### src/rtl/mem_port_arbiter.sv
// Shares one single-port memory between instruction fetch and data access; data has priority, with a burst limit.
// Latency: grant edge, then mem_req, ack pulse and a bubble -> 3 cycles per access plus wait states; stalls are combinational.
// Backpressure: requesters hold req until their ack; a hung memory is aborted after TIMEOUT wait cycles with an error.
module mem_port_arbiter #(
    parameter int ADDR_W     = 16,
    parameter int DATA_W     = 16,
    parameter int TIMEOUT    = 15,
    parameter int DATA_BURST = 4
) (
    input  logic              clk,
    input  logic              reset,
    input  logic              if_req,
    input  logic [ADDR_W-1:0] if_addr,
    output logic [DATA_W-1:0] if_rdata,
    output logic              if_ack,
    input  logic              dm_req,
    input  logic              dm_we,
    input  logic [ADDR_W-1:0] dm_addr,
    input  logic [DATA_W-1:0] dm_wdata,
    output logic [DATA_W-1:0] dm_rdata,
    output logic              dm_ack,
    output logic              mem_req,
    output logic              mem_we,
    output logic [ADDR_W-1:0] mem_addr,
    output logic [DATA_W-1:0] mem_wdata,
    input  logic [DATA_W-1:0] mem_rdata,
    input  logic              mem_ack,
    output logic              stall_if,
    output logic              stall_mem,
    output logic              bus_err,
    output logic              err_sticky
);

    localparam int WC_W = (TIMEOUT > 0) ? $clog2(TIMEOUT + 1) : 1;
    localparam int BC_W = $clog2(DATA_BURST + 1);
    localparam logic [WC_W-1:0] TMO_VAL   = WC_W'(TIMEOUT);
    localparam logic [BC_W-1:0] BURST_MAX = BC_W'(DATA_BURST);

    typedef enum logic [1:0] {IDLE, FETCH, DATA, RESP} state_t;

    state_t          state;
    logic [WC_W-1:0] wait_cnt;
    logic [BC_W-1:0] burst_cnt;
    logic            burst_ok;
    logic            timeout_hit;

    assign burst_ok    = (burst_cnt < BURST_MAX);
    assign timeout_hit = (TIMEOUT != 0) && (wait_cnt == TMO_VAL);

    assign stall_if  = if_req & ~if_ack;
    assign stall_mem = dm_req & ~dm_ack;

    always_ff @(posedge clk or posedge reset) begin
        if (reset) begin
            state      <= IDLE;
            wait_cnt   <= '0;
            burst_cnt  <= '0;
            mem_req    <= 1'b0;
            mem_we     <= 1'b0;
            mem_addr   <= '0;
            mem_wdata  <= '0;
            if_rdata   <= '0;
            dm_rdata   <= '0;
            if_ack     <= 1'b0;
            dm_ack     <= 1'b0;
            bus_err    <= 1'b0;
            err_sticky <= 1'b0;
        end else begin
            if_ack  <= 1'b0;
            dm_ack  <= 1'b0;
            bus_err <= 1'b0;
            case (state)
                IDLE: begin
                    wait_cnt <= '0;
                    // A data grant with fetch pending implies burst_ok, so +1 never exceeds DATA_BURST.
                    if (dm_req && (burst_ok || !if_req)) begin
                        state     <= DATA;
                        mem_req   <= 1'b1;
                        mem_we    <= dm_we;
                        mem_addr  <= dm_addr;
                        mem_wdata <= dm_wdata;
                        burst_cnt <= if_req ? burst_cnt + 1'b1 : '0;
                    end else if (if_req) begin
                        state     <= FETCH;
                        mem_req   <= 1'b1;
                        mem_we    <= 1'b0;
                        mem_addr  <= if_addr;
                        burst_cnt <= '0;
                    end
                end
                FETCH, DATA: begin
                    if (mem_ack) begin
                        state   <= RESP;
                        mem_req <= 1'b0;
                        mem_we  <= 1'b0;
                        if (state == DATA) begin
                            dm_ack   <= 1'b1;
                            dm_rdata <= mem_we ? '0 : mem_rdata;
                        end else begin
                            if_ack   <= 1'b1;
                            if_rdata <= mem_rdata;
                        end
                    end else if (timeout_hit) begin
                        state      <= RESP;
                        mem_req    <= 1'b0;
                        mem_we     <= 1'b0;
                        bus_err    <= 1'b1;
                        err_sticky <= 1'b1;
                        if (state == DATA) begin
                            dm_ack   <= 1'b1;
                            dm_rdata <= '1;
                        end else begin
                            if_ack   <= 1'b1;
                            if_rdata <= '1;
                        end
                    end else begin
                        wait_cnt <= wait_cnt + 1'b1;
                    end
                end
                RESP: state <= IDLE;
                default: state <= IDLE;
            endcase
        end
    end

endmodule

### config.mk
export PLATFORM = sky130hd
export DESIGN_NAME = mem_port_arbiter
export DESIGN_NICKNAME = d
export VERILOG_FILES = /design/src/rtl/mem_port_arbiter.sv
export SDC_FILE = /design/constraint.sdc
export NUM_CORES = 1
export LEC_CHECK = 0
export ABC_AREA = 0
export CAP_MARGIN = 20
export CORE_MARGIN = 5
export CORE_UTILIZATION = 47
export CTS_CLUSTER_DIAMETER = 120
export DETAILED_ROUTE_END_ITERATION = 10
export PLACE_DENSITY = 0.89
export SLEW_MARGIN = 30
export SYNTH_ARGS = -nofsm -noshare
export SYNTH_HDL_FRONTEND = slang
export SYNTH_SLANG_ARGS = --single-unit
### constraint.sdc
create_clock -name clk -period 7.01 [get_ports clk]
set_clock_uncertainty 0.2 [all_clocks]
set_input_delay 0.701 -clock clk [delete_from_list [all_inputs] [get_ports clk]]
set_output_delay 0.701 -clock clk [all_outputs]
set_load 0.02 [all_outputs]
Word-level counts from Yosys, hierarchy flattened
Cells that the tools add are included.

word-level totals
  flip-flop bits (word level) = 79
  bits of input ports = 70
  logic and storage cells = 87

cells by class
  add/sub/neg operators = 2
  $lt $le $gt $ge = 1
  equal/unequal tests = 8
  mux-type cells = 41
  bitwise logic cells = 6
  reduce and logical (&&, ||, !) cells = 16

operators by type and width
  operator               count
  $mux W16               11
  $mux W1                17
  $reduce_and A3 Y1      5
  $mux W3                3
  $mux W2                4
  $mux W4                2
  $pmux W4 S2            1
  $ne A3 B3 Y1 const B   2
  $pmux W2 S3            1
  $reduce_and A2 Y1      3
  $reduce_bool A2 Y1     3
  $add A4 B1 Y4 const B  1
  $eq A2 B2 Y1 const B   2
  $eq A4 B4 Y1 const B   1
  $ne A2 B2 Y1 const B   2
  $not A1 Y1             4
  $pmux W1 S2            2
  $add A3 B1 Y3 const B  1
  $lt A3 B3 Y1 const B   1
  $and A1 B1 Y1          2
  $eq A2 B1 Y1 const B   1
  $logic_not A2 Y1       1
  $reduce_or A2 Y1       1
  $logic_and A1 B1 Y1    1
  2 further kinds        2

Depth between registers and ports, before layout
  word-level depth = 5
  gate-level depth with buffers = 7

Worst setup path after synthesis
Ideal clock, no wire load.

  kind = reg-to-reg
  from = reg state[1]
  to = reg dm_rdata[0]
  arrival time = 1751 ps
  data required time = 6685 ps
  slack = 4934 ps
  cell stages (with the launch flop) = 8
  cell sequence = dfrtp_1 > inv_1 > ha_1 > clkbuf_1 > and3_4 > buf_6 > buf_6 > mux2_2

between the ends
  longest elaborated chain between the ends = 3

ends and longest elaborated chain
  element                                       line         text
  start: declaration                            41           state_t state;
  start signal: assignment                      55           state <= IDLE;
  start signal: assignment                      77           state <= DATA;
  start signal: assignment                      84           state <= FETCH;
  $eq A2 B2 Y1 or $eq A2 B1 Y1 (tied branches)  72, 96, 109
  $reduce_or A2 Y1                              72           case (state)
  $reduce_and A3 Y1 (no line) *                 -
  end signal: assignment                        98           dm_rdata <= mem_we ? '0 : mem_rdata;
  end: declaration                              20           output logic [DATA_W-1:0] dm_rdata,

Mark *: on every way between the ends. The rest lies on a longest branch, timed or not.
A chain may end at the register's enable or synchronous reset.

Final worst setup path
  from = in if_req
  to = out stall_if

between the ends
  longest elaborated chain between the ends = 1

ends and longest elaborated chain
  element             line  text
  start: declaration  12    input logic if_req,
  $and A1 B1 Y1       50    assign stall_if = if_req & ~if_ack;
  end: declaration    28    output logic stall_if,

Every way passes these cells.

==> impl_metrics.env <==
export IMPL_dr_max_layer_used="met4"
export IMPL_hold_buffers=0
export IMPL_outcome="finished clean"
export IMPL_seq_area_frac_synth_pct=55.1
export IMPL_vdd_drop_max_uv=235
export IMPL_min_period_ns=3.12
export IMPL_r2r_end="if_rdata[13]"
export IMPL_cts_tree="yes"
export IMPL_antenna_found_initial=0
export IMPL_required_ns=6.11
export IMPL_drt_wl_total_um=9160
export IMPL_wl_met3_um=716
export IMPL_rrSetupSlack_ns=4.51
export IMPL_power_switching_uw=853
export IMPL_ys_top_cells_by_count="dfrtp_1 (79), mux2_2 (41), nand2_1 (39)"
export IMPL_fmax_mhz=320
export IMPL_min_to="err_sticky"
export IMPL_dp_final_hpwl_um=6800
export IMPL_yosysMostFrequentCell="dfrtp_1"
export IMPL_power_leakage_nw=2.29
export IMPL_postRouteAntennaNets=0
export IMPL_grt_use_total_pct=19.2
export IMPL_ys_flop_type="dfrtp_1"
export IMPL_p_int_mw=1.44
export IMPL_hold_path_startpoint="err_sticky"
export IMPL_drive_gt1_share_pct=17.1
export IMPL_cts_root_buffer="clkbuf_8"
export IMPL_critical_path_max_fanout=5
export IMPL_r2r_start="state[1]"
export IMPL_clkPwrFrac_pct=14.4
export IMPL_viasPerCell=5.01
export IMPL_cts_resized=0
export IMPL_die_w_um=97.4
export IMPL_synth_cell_types=38
export IMPL_synth_warnings=0
export IMPL_arrival_ns=2.22
export IMPL_port_buffers=141
export IMPL_io_pins=142
export IMPL_initial_utilization_pct=49.0
export IMPL_period_share_pct=44.5
export IMPL_grt_pass1_vias=2830
export IMPL_post_cts_buffers=0
export IMPL_syn_area_per_cell_um2=12.0
export IMPL_swShare_pct=37.2
export IMPL_setup_tns_ns=0
export IMPL_tightest_slew_ns=0.817
export IMPL_reg2reg_depth=6
export IMPL_startpoint_type="primary input"
export IMPL_synth_area_leaders="dfrtp_1 (55%), mux2_2 (13%), mux2i_1 (4.7%)"
export IMPL_die_h_um=97.4
export IMPL_seqCellArea_um2=1980
export IMPL_yosysTopAreaCell="dfrtp_1"
export IMPL_core_um2=7330
export IMPL_grt_max_degree=80
export IMPL_max_slew_margin_pct=45.5
export IMPL_n_antenna_cell=0
export IMPL_finalHoldViolCount=0
export IMPL_critPathMaxStageDelay_ns=0.65
export IMPL_holdCritPathClass="reg -> reg"
export IMPL_grt_ovfl_total=0
export IMPL_drtIter0Drc=80
export IMPL_fillers=490
export IMPL_cp_common_cell="clkdlybuf4s50_1"
export IMPL_p_seq_share_pct=34.6
export IMPL_slew_violations=0
export IMPL_ys_seq_elements=79
export IMPL_maxCapViolations=0
export IMPL_vias=2718
export IMPL_grt_pass1_wl_um=14600
export IMPL_rsz0062_at_grt="false"
export IMPL_worstPathCellList="clkdlybuf4s50_1, inv_1, nor2_1, clkdlybuf4s50_1"
export IMPL_clkLatencyLatePin_ns=0.34
export IMPL_syn_area_um2=3590
export IMPL_drc=0
export IMPL_synth_nets=376
export IMPL_multi_input_area_um2=1450
export IMPL_wl_per_cell_um=16.9
export IMPL_synthArstFlopShare_pct=100
export IMPL_met1_length_um=4200
export IMPL_combPwrFrac_pct=51.0
export IMPL_cts_sinks=79
export IMPL_placed_area_um2=5070
export IMPL_cp_end_kind="primary output"
export IMPL_cts_buffer_depth=2
export IMPL_setup_viol=0
export IMPL_critPathKind="in -> out"
export IMPL_fin_area_um2=5270
export IMPL_wl_met2_um=4200
export IMPL_dr_pass1_iters=4
export IMPL_synthCells=300
export IMPL_nets=516
export IMPL_power_density_nw_per_um2=434
export IMPL_die_area_um2=9490
export IMPL_cts_reportedPaths_clkPinSlew_ns=0.08
export IMPL_gp_congestion=0.826
export IMPL_htreeDepth=3
export IMPL_critical_path_slowest_cell="clkdlybuf4s50_1"
export IMPL_whs_path_depth=1
export IMPL_synth_top_cell_area_share_pct=55.1
export IMPL_synth_edf_count=0
export IMPL_cts_buffers=9
export IMPL_row_count=31
export IMPL_area_delta_synth_final_pct=46.8
==> cell families after synthesis <==
kind of cell	after synthesis	share of synthesized area [%]
simple gates	57	7.49
mux	67	21.4
fa+ha+maj	6	2.09
buf+inv	38	5.09
compound gates	53	8.89
flops	79	55.1
==> worst max path at each step <==
stage | startpoint | endpoint | cells past startpoint
4_1_cts | if_req | stall_if | 4
5_1_grt | if_req | stall_if | 4
2_1_floorplan | reset | burst_cnt[0] | 1
6_report | if_req | stall_if | 4
3_3_place_gp | mem_ack | if_rdata[14] | 5
3_5_place_dp | mem_ack | if_rdata[3] | 5
==> metrics by stage <==
stage / util (%) / hold slack, ns / setup slack, ns / power [mW] / instances
2_1_floorplan: - / 0.277 / 4.09 / 1.45 / 300
3_3_place_gp: 68.9 / 0.253 / 3.85 / 1.93 / 527
3_5_place_dp: 69.1 / 0.254 / 3.78 / 1.97 / 527
4_1_cts: 71.7 / 0.273 / 3.91 / 2.31 / 542
5_1_grt: 71.9 / 0.300 / 3.81 / 2.42 / 543
6_report: 71.9 / 0.272 / 3.89 / 2.29 / 543
==> cell type report <==
class                   count  share of cell area, %
clock buffers              12                   2.75
clock inverters             3                  0.831
inverters                  23                   1.66
multi-input cells         183                   27.6
flip-flops and latches     79                   37.5
well taps                  99                   2.35
repair buffers            144                   27.3
==> power groups by stage <==
stage,clock [mW],combinational [mW],sequential [mW]
global placement,0,1.14,0.787
finish,0.330,1.17,0.791
detailed placement,0,1.17,0.795
CTS,0.340,1.18,0.791
global route,0.359,1.25,0.817
floorplan,0,0.457,0.996
==> cells in the final DEF, fill, tap and decap left out, types with 2 or more instances in the layout <==
cell type,n
a21oi_1,4
a22o_1,4
buf_6,2
clkbuf_1,2
clkbuf_8,10
clkdlybuf4s50_1,141
clkinv_2,2
dfrtp_1,79
ha_1,6
inv_1,22
mux2_2,41
mux2_4,9
mux2i_1,17
nand2_1,39
nand3_1,3
nor2_1,3
nor2b_1,2
nor3_1,2
o21ai_0,33
o22ai_1,2
o311ai_0,2
==> worst max-delay path: cells and delay by family <==
| kind | cells | cell delay, ns |
|---|---|---|
| simple gates | 1 | 0.14 |
| buf+inv | 3 | 1.39 |
==> sequential cells by signal (all words and copies together), names as in the netlist <==
name,count
dm_rdata,16
if_rdata,16
mem_addr,16
mem_wdata,16
wait_cnt,4
burst_cnt,3
state,2
bus_err,1
dm_ack,1
err_sticky,1
if_ack,1
mem_req,1
mem_we,1
==> routing by layer <==
metal	vias to the layer above	track usage, %
met2	129	29.8
met1	1277	26.1
met5	-	0
met3	6	5.67
li1	1306	-
met4	0	5.43
(Power assumes the default switching activity.)
